$ cat config.mk
export PLATFORM = sky130hd
export DESIGN_NAME = id_ex_pipe_stage
export DESIGN_NICKNAME = d
export VERILOG_FILES = /design/src/rtl/id_ex_pipe_stage.sv
export SDC_FILE = /design/constraint.sdc
export NUM_CORES = 1
export LEC_CHECK = 0
export BUFFER_PORTS_ARGS = -buffer_cell sky130_fd_sc_hd__buf_2
export CORE_MARGIN = 2
export CORE_UTILIZATION = 45
export CTS_CLUSTER_DIAMETER = 40
export DETAILED_ROUTE_END_ITERATION = 10
export GPL_TIMING_DRIVEN = 1
export PLACE_DENSITY = 0.67
export SLEW_MARGIN = 10
export SYNTH_ARGS = -nofsm -noshare
export SYNTH_HDL_FRONTEND = slang
export SYNTH_SLANG_ARGS = --single-unit
$ cat constraint.sdc
create_clock -name clk_i -period 2.19 [get_ports clk_i]
set_clock_uncertainty 0.05 [all_clocks]
set_input_delay 0.438 -clock clk_i [delete_from_list [all_inputs] [get_ports clk_i]]
set_output_delay 0.438 -clock clk_i [all_outputs]
set_load 0.05 [all_outputs]
$ cat src/rtl/id_ex_pipe_stage.sv
// ID/EX elastic pipeline stage: 2-entry skid buffer, sync flush, operand-B select at capture.
// Optional PC transport enabled by defining ID_EX_PIPE_PC_EN.
module id_ex_pipe_stage #(
  parameter int unsigned DATA_W  = 32,
  parameter int unsigned FUNCT_W = 10,
  parameter int unsigned REG_AW  = 5,
  parameter int unsigned ALUOP_W = 2
) (
  input  logic               clk_i,
  input  logic               rst_i,
  input  logic               flush_i,
  input  logic               in_valid_i,
  output logic               in_ready_o,
  input  logic [ALUOP_W-1:0] ALUOp_i,
  input  logic               ALUSrc_i,
  input  logic               RegWrite_i,
  input  logic               MemWrite_i,
  input  logic               MemRead_i,
  input  logic               Mem2Reg_i,
  input  logic               Branch_i,
  input  logic [DATA_W-1:0]  RSdata_i,
  input  logic [DATA_W-1:0]  RTdata_i,
  input  logic [DATA_W-1:0]  imm_i,
  input  logic [FUNCT_W-1:0] funct_i,
  input  logic [REG_AW-1:0]  RDaddr_i,
  input  logic [REG_AW-1:0]  RSaddr_i,
  input  logic [REG_AW-1:0]  RTaddr_i,
`ifdef ID_EX_PIPE_PC_EN
  input  logic [DATA_W-1:0]  pc_i,
  output logic [DATA_W-1:0]  pc_o,
`endif
  output logic               out_valid_o,
  input  logic               out_ready_i,
  output logic [ALUOP_W-1:0] ALUOp_o,
  output logic               RegWrite_o,
  output logic               MemWrite_o,
  output logic               MemRead_o,
  output logic               Mem2Reg_o,
  output logic               Branch_o,
  output logic [DATA_W-1:0]  RSdata_o,
  output logic [DATA_W-1:0]  opB_o,
  output logic [DATA_W-1:0]  RTdata_o,
  output logic [FUNCT_W-1:0] funct_o,
  output logic [REG_AW-1:0]  RDaddr_o,
  output logic [REG_AW-1:0]  RSaddr_o,
  output logic [REG_AW-1:0]  RTaddr_o
);

  typedef struct packed {
    logic [ALUOP_W-1:0] alu_op;
    logic               reg_write;
    logic               mem_write;
    logic               mem_read;
    logic               mem2reg;
    logic               branch;
    logic [DATA_W-1:0]  rs_data;
    logic [DATA_W-1:0]  opb;
    logic [DATA_W-1:0]  rt_data;
    logic [FUNCT_W-1:0] funct;
    logic [REG_AW-1:0]  rd_addr;
    logic [REG_AW-1:0]  rs_addr;
    logic [REG_AW-1:0]  rt_addr;
`ifdef ID_EX_PIPE_PC_EN
    logic [DATA_W-1:0]  pc;
`endif
  } entry_t;

  entry_t in_entry;
  entry_t main_q;
  entry_t skid_q;
  logic   main_v_q;
  logic   skid_v_q;
  logic   in_fire;
  logic   out_fire;

  assign in_ready_o  = ~skid_v_q & ~rst_i;
  assign out_valid_o = main_v_q;
  assign in_fire     = in_valid_i & in_ready_o;
  assign out_fire    = main_v_q & out_ready_i;

  // Operand B is resolved here so the execute stage sees a ready-to-use operand.
  always_comb begin
    in_entry           = '0;
    in_entry.alu_op    = ALUOp_i;
    in_entry.reg_write = RegWrite_i;
    in_entry.mem_write = MemWrite_i;
    in_entry.mem_read  = MemRead_i;
    in_entry.mem2reg   = Mem2Reg_i;
    in_entry.branch    = Branch_i;
    in_entry.rs_data   = RSdata_i;
    in_entry.opb       = ALUSrc_i ? imm_i : RTdata_i;
    in_entry.rt_data   = RTdata_i;
    in_entry.funct     = funct_i;
    in_entry.rd_addr   = RDaddr_i;
    in_entry.rs_addr   = RSaddr_i;
    in_entry.rt_addr   = RTaddr_i;
`ifdef ID_EX_PIPE_PC_EN
    in_entry.pc        = pc_i;
`endif
  end

  always_ff @(posedge clk_i) begin
    if (rst_i) begin
      main_v_q <= 1'b0;
      skid_v_q <= 1'b0;
      main_q   <= '0;
      skid_q   <= '0;
    end else if (flush_i) begin
      // Any input accepted this cycle is consumed and dropped.
      main_v_q <= 1'b0;
      skid_v_q <= 1'b0;
    end else if (!main_v_q) begin
      if (in_fire) begin
        main_q   <= in_entry;
        main_v_q <= 1'b1;
      end
    end else if (!skid_v_q) begin
      if (in_fire && out_fire) begin
        main_q <= in_entry;
      end else if (in_fire) begin
        skid_q   <= in_entry;
        skid_v_q <= 1'b1;
      end else if (out_fire) begin
        main_v_q <= 1'b0;
      end
    end else if (out_fire) begin
      main_q   <= skid_q;
      skid_v_q <= 1'b0;
    end
  end

  assign ALUOp_o    = main_q.alu_op;
  assign RegWrite_o = main_q.reg_write & main_v_q;
  assign MemWrite_o = main_q.mem_write & main_v_q;
  assign MemRead_o  = main_q.mem_read & main_v_q;
  assign Mem2Reg_o  = main_q.mem2reg;
  assign Branch_o   = main_q.branch & main_v_q;
  assign RSdata_o   = main_q.rs_data;
  assign opB_o      = main_q.opb;
  assign RTdata_o   = main_q.rt_data;
  assign funct_o    = main_q.funct;
  assign RDaddr_o   = main_q.rd_addr;
  assign RSaddr_o   = main_q.rs_addr;
  assign RTaddr_o   = main_q.rt_addr;
`ifdef ID_EX_PIPE_PC_EN
  assign pc_o       = main_q.pc;
`endif

endmodule

==> results of run 1 <==
## sequential cells by signal (all words and copies together), names as in the netlist
register	flops
funct_o	10
opB_o	32
out_valid_o	1
RSaddr_o	5
skid_v_q	1
RTaddr_o	5
RTdata_o	32
ALUOp_o	2
skid_q	128
RSdata_o	32
Mem2Reg_o	1
RDaddr_o	5
main_q	4
## routing by layer
| metal | up-vias | global-route usage (%) | part of all wire (%) |
|---|---|---|---|
| met3 | 64 | 4.03 | 6.2 |
| met4 | 4 | 6.88 | 2.3 |
| met1 | 5429 | 28.5 | 46 |
| met5 | - | 0 | 0.063 |
| li1 | 5512 | - | - |
| met2 | 338 | 33.7 | 45 |
## repair_timing
item                                    CTS  global route
hold endpoints to repair                  0             0
endpoints found under the setup margin    1             0
gates resized for setup                   1             0
## per-stage QoR
step	cell area, µm²	total power [W]	utilization [%]	hold slack, ps
6_report	16200	0.0126	51.3	131
3_5_place_dp	14900	0.00645	47.1	412
3_3_place_gp	14900	0.00644	47.1	410
4_1_cts	16200	0.0128	51.3	110
5_1_grt	16200	0.0131	51.3	127
2_1_floorplan	14400	0.00616	-	402
## where the power goes
part	internal, W	switching [W]
Clock	0.00390	0.00239
Combinational	0.000571	0.000925
Sequential	0.00480	0.0000582
## synthesized netlist by cell type (10+ instances only)
cell,count,area [µm²]
a211o_1,32,280
a211oi_1,32,240
a21bo_2,96,961
a21oi_1,226,1130
and3b_1,32,280
buf_12,10,200
buf_2,73,365
buf_4,138,1040
clkbuf_1,62,233
dfxtp_1,258,5160
mux2_4,88,1320
mux2i_1,64,641
nand2b_1,32,200
nand3_1,192,961
nor2b_1,96,601
o21ai_0,71,355
o21ai_1,26,130
## worst paths after layout
path | endpoint | startpoint | slack (ps) | cells past startpoint
max | in_ready_o | skid_v_q$_SDFFE_PP0P_ | 100 | 3
min reg2reg | opB_o[31]$_SDFFE_PP0P_ | opB_o[31]$_SDFFE_PP0P_ | 420 | 2
max reg2reg | RTdata_o[30]$_SDFFE_PP0P_ | out_valid_o$_SDFF_PP0_ | 240 | 4
min | skid_q[10]$_SDFFE_PP0P_ | RDaddr_i[0] | 130 | 3
## cell type report
class	instances	area (µm²)	share of cell area, %
Clock inverter	22	218	1.34
Antenna cell	2	5.00	0.0309
Clock buffer	51	1110	6.88
Multi-Input combinational cell	1012	7370	45.5
Inverter	2	7.51	0.0463
Sequential cell	258	5170	31.9
Timing Repair Buffer	300	1810	11.2
Tap cell	402	503	3.10
## worst max-delay path, cell delays in order, from the launching register on
cell	delay, ps
dfxtp_4	440
buf_6	350
nor2_2	70
buf_2	210
## kinds of logic (layout without fill, tap and decap cells)
| group | after synthesis | count (layout) | synth area share, % |
|---|---|---|---|
| AOI/OAI and AO/OA | 484 | 484 | 21.7 |
| buffers and inverters | 293 | 375 | 13.2 |
| DFF | 258 | 258 | 35.8 |
| muxes | 160 | 160 | 14.2 |
| other | 0 | 2 | 0 |
| and+or+nand+nor | 368 | 368 | 15.1 |
==> impl_metrics.toml, run 1 <==
[outcome]
status = "finished, final reports clean"

[die]
rows = 65
core-area_um2 = 31600
io_pins = 264
dieArea_um2 = 33500
start_util_pct = 45.7
die_x_um = 183
die_h_um = 183

[clocking]
clk_pin_slew_ps = 60
clk_latency_ps = 510
clock_sinks = 258
cts-root-buf = "clkbuf_16"
cts_buffers = 41
cts_hold_buf = 0
clockBufferDepth = 3
cts_tree = "done"
cts-htree-levels = 2
cts_setup_buffers = 0

[synth]
synth_ff_type = "dfxtp_1"
synthDistinctLibCells = 33
syn_area_um2 = 14400
synth_nets = 1697
synth_cells = 1563
avgSynthCellArea_um2 = 9.22
yosysWarnings = 0
ys_seq_area_share_pct = 35.8
async_reset_ff_share_pct = 0
synth_edf_count = 0
synth-seq-cells = 258

[global_route]
grt_use_total_pct = 21.0
overflow = 0
antenna_found_initial = 4
grt_max_degree = 130
grt_pass1_wl_mm = 58.0
grt_pass1_vias = 10800

[critical_path]
critPathCaptureType = "output port"
path_max_fanout = 47
arrival_ps = 1600
cp-start-kind = "flip-flop"
cp.required_ps = 1700
critPathKind = "reg2out"

[sta]
tns_ps = 0
max_freq_mhz = 479
rsz0062_at_grt = "false"
finalHoldViolations = 0
setup_slack_ps = 102
tightest_slew_ps = 857
slew_headroom_pct = 42.9
setup_viol = 0
slew_viol_final = 0
finalCriticalPeriod_ps = 2090
post-route-period-util_pct = 95.3

[place]
portBuffers = 263
gp_congestion = 0.760
dpl.hpwl_mm = 21.9
pre_cts_slack_ps = 259
dp_cells = 1974

[min_path]
hold_class = "in2reg"

[power]
pwr_density_cell_nw_per_um2 = 780
peakVddDrop_uv = 465
p_leak_nw = 7.10

[drt]
drc_errors = 0
first_pass_iters = 7
via_per_inst = 5.54
ant_nets = 0
drt_iter0_drc = 646
wirelength_mm = 36.5
routedWlPerCell_um = 17.8
vias = 11300

[layout]
area_growth_pct = 12.4
final_cells = 2049
finalNetCount = 1749
final_cell_mix = "buf_2, dfxtp_1, a21oi_1"
drive_gt1_share_pct = 34.9
fillers = 2930
layout_commonest_cell = "buf_2"

[flow_run]
cap_violations = 0
Power figures use the tool's default switching activity.
==> inputs of run 2 (changes only) <==
--- a/config.mk
+++ b/config.mk
@@ -6,12 +6,16 @@
 export NUM_CORES = 1
 export LEC_CHECK = 0
 export BUFFER_PORTS_ARGS = -buffer_cell sky130_fd_sc_hd__buf_2
+export CAP_MARGIN = 5
+export CELL_PAD_IN_SITES_DETAIL_PLACEMENT = 0
+export CELL_PAD_IN_SITES_GLOBAL_PLACEMENT = 2
 export CORE_MARGIN = 2
-export CORE_UTILIZATION = 45
+export CORE_UTILIZATION = 35
 export CTS_CLUSTER_DIAMETER = 40
 export DETAILED_ROUTE_END_ITERATION = 10
 export GPL_TIMING_DRIVEN = 1
-export PLACE_DENSITY = 0.67
+export PLACE_DENSITY_LB_ADDON = 0.1
+export SKIP_LAST_GASP = 1
 export SLEW_MARGIN = 10
 export SYNTH_ARGS = -nofsm -noshare
 export SYNTH_HDL_FRONTEND = slang
==> impl_metrics.toml, run 2 (synthesis gave the netlist of run 1 again) <==
[clocking]
cts-htree-levels = 2
cts_buffers = 49
cts_setup_buffers = 0
cts-root-buf = "clkbuf_16"
clockBufferDepth = 3
clk_latency_ps = 560
cts_tree = "done"
clk_pin_slew_ps = 50
clock_sinks = 258

[drt]
via_per_inst = 5.15
wl_met1_mm = 19.8
first_pass_iters = 6
drt_iter0_drc = 653
ant_nets = 0
drc_errors = 0
met3_length_mm = 2.27
vias = 11300
routedWlPerCell_um = 19.7
route.met2.wl_mm = 20.2
wirelength_mm = 43.3
highest_layer = "met5"

[global_route]
grt_use_total_pct = 19.7
grt_max_degree = 121
antenna_found_initial = 4
grt_pass1_wl_mm = 65.9
overflow = 0
grt_pass1_vias = 11200

[layout]
finalNetCount = 1761
area_growth_pct = 17.3
final_cell_mix = "buf_2, dfxtp_1, a21oi_1"
layout_commonest_cell = "buf_2"
final_cell_area_um2 = 16900
drive_gt1_share_pct = 35.9
largest_reg_flops = 128
top_register = "skid_q"

[critical_path]
path_max_fanout = 26
path_cells = "buf_16 > and2_2 > buf_4"
cp.required_ps = 1700
arrival_ps = 1660
critPathKind = "reg2out"
path_buf_inv = 2
critPathCaptureType = "output port"
cpPeakStageDelay_ps = 420
cp-start-kind = "flip-flop"
crit_path_top_delay_cell = "dfxtp_4"
critical_path.top_delay_family = "buffers and inverters"

[sta]
finalCriticalPeriod_ps = 2150
rsz0062_at_grt = "false"
slew_viol_final = 0
slew_headroom_pct = 60.1
post-route-period-util_pct = 98.2
whs_ps = 83.5
setup_viol = 0
max_freq_mhz = 465
tightest_slew_ps = 599
finalHoldViolations = 0

[die]
dieArea_um2 = 42800
core-area_um2 = 40700
die_x_um = 207
die_h_um = 207
start_util_pct = 35.4
rows = 74
io_pins = 264

[power]
pwr_density_cell_nw_per_um2 = 848
peakVddDrop_uv = 508
p_leak_nw = 7.35

[place]
portBuffers = 263
placedInstanceArea_um2 = 15100
dpl.hpwl_mm = 25.2
gp_congestion = 0.722

[flow_run]
cap_violations = 0

[outcome]
status = "finished, final reports clean"

[min_path]
hold_class = "in2reg"
[run 2: cell count changes in the layout (fill, tap and decap cells not counted), moves of 3 or more]
cell        previous run  this run
clkinv_2               4         9
bufinv_16              2         6
inv_6                  5         1
buf_2                262       258
clkbuf_8               3        11
clkbuf_1               6         3
clkinvlp_4             4         8
buf_4                 20        23
clkbuf_16             42        51
clkinv_4               6         1
buf_12                16        20
[run 2: repair_timing]
action,4_1_cts,5_1_grt
gates resized for setup,5,0
hold buffers,0,0
endpoints found under the setup margin,4,0
[run 2: metal layers]
layer / GRT usage [%] / up-vias
li1: - / 5542
met1: 25.9 / 5465
met2: 32.1 / 256
met3: 3.92 / 68
met4: 6.51 / 6
met5: 0 / -
[run 2: final timing paths]
| path | startpoint | endpoint | slack [ps] | depth (start not counted) |
|---|---|---|---|---|
| hold reg to reg | skid_q[6]$_SDFFE_PP0P_ | skid_q[6]$_SDFFE_PP0P_ | 420 | 2 |
| hold / removal | ALUOp_i[1] | skid_q[127]$_SDFFE_PP0P_ | 80 | 3 |
| setup reg to reg | skid_v_q$_SDFFE_PP0P_ | opB_o[18]$_SDFFE_PP0P_ | 350 | 5 |
| setup / recovery | out_valid_o$_SDFF_PP0_ | RegWrite_o | 40 | 3 |
[run 2: report_power, final]
group          internal (W)  switching [W]
combinational      0.000586       0.000969
sequential          0.00481      0.0000588
clock               0.00530        0.00262
[run 2: final cells by class]
class	instances	area [µm²]
Sequential cell	258	5170
Fill cell	4103	23800
Clock buffer	65	1440
Tap cell	532	666
Antenna cell	2	5.00
Clock inverter	26	309
Timing Repair Buffer	304	1940
Inverter	2	7.51
Multi-Input combinational cell	1012	7370
[run 2: worst min-delay path, stage by stage]
cell and delay [ps]:
buf_2 100, nand3_1 60, a21oi_1 50
[run 2: stage by stage]
step | TNS (ps) | power [W] | worst slack [ps] | util, % | std cells
CTS | -1.67 | 0.0146 | -1.67 | 41.5 | 2199
finish | 0 | 0.0143 | 39.7 | 41.5 | 2201
global placement | 0 | 0.00651 | 244 | 37.1 | 2107
detailed placement | 0 | 0.00651 | 231 | 37.1 | 2107
global route | 0 | 0.0149 | 0.0923 | 41.5 | 2200
floorplan | 0 | 0.00616 | 64.1 | - | 1563
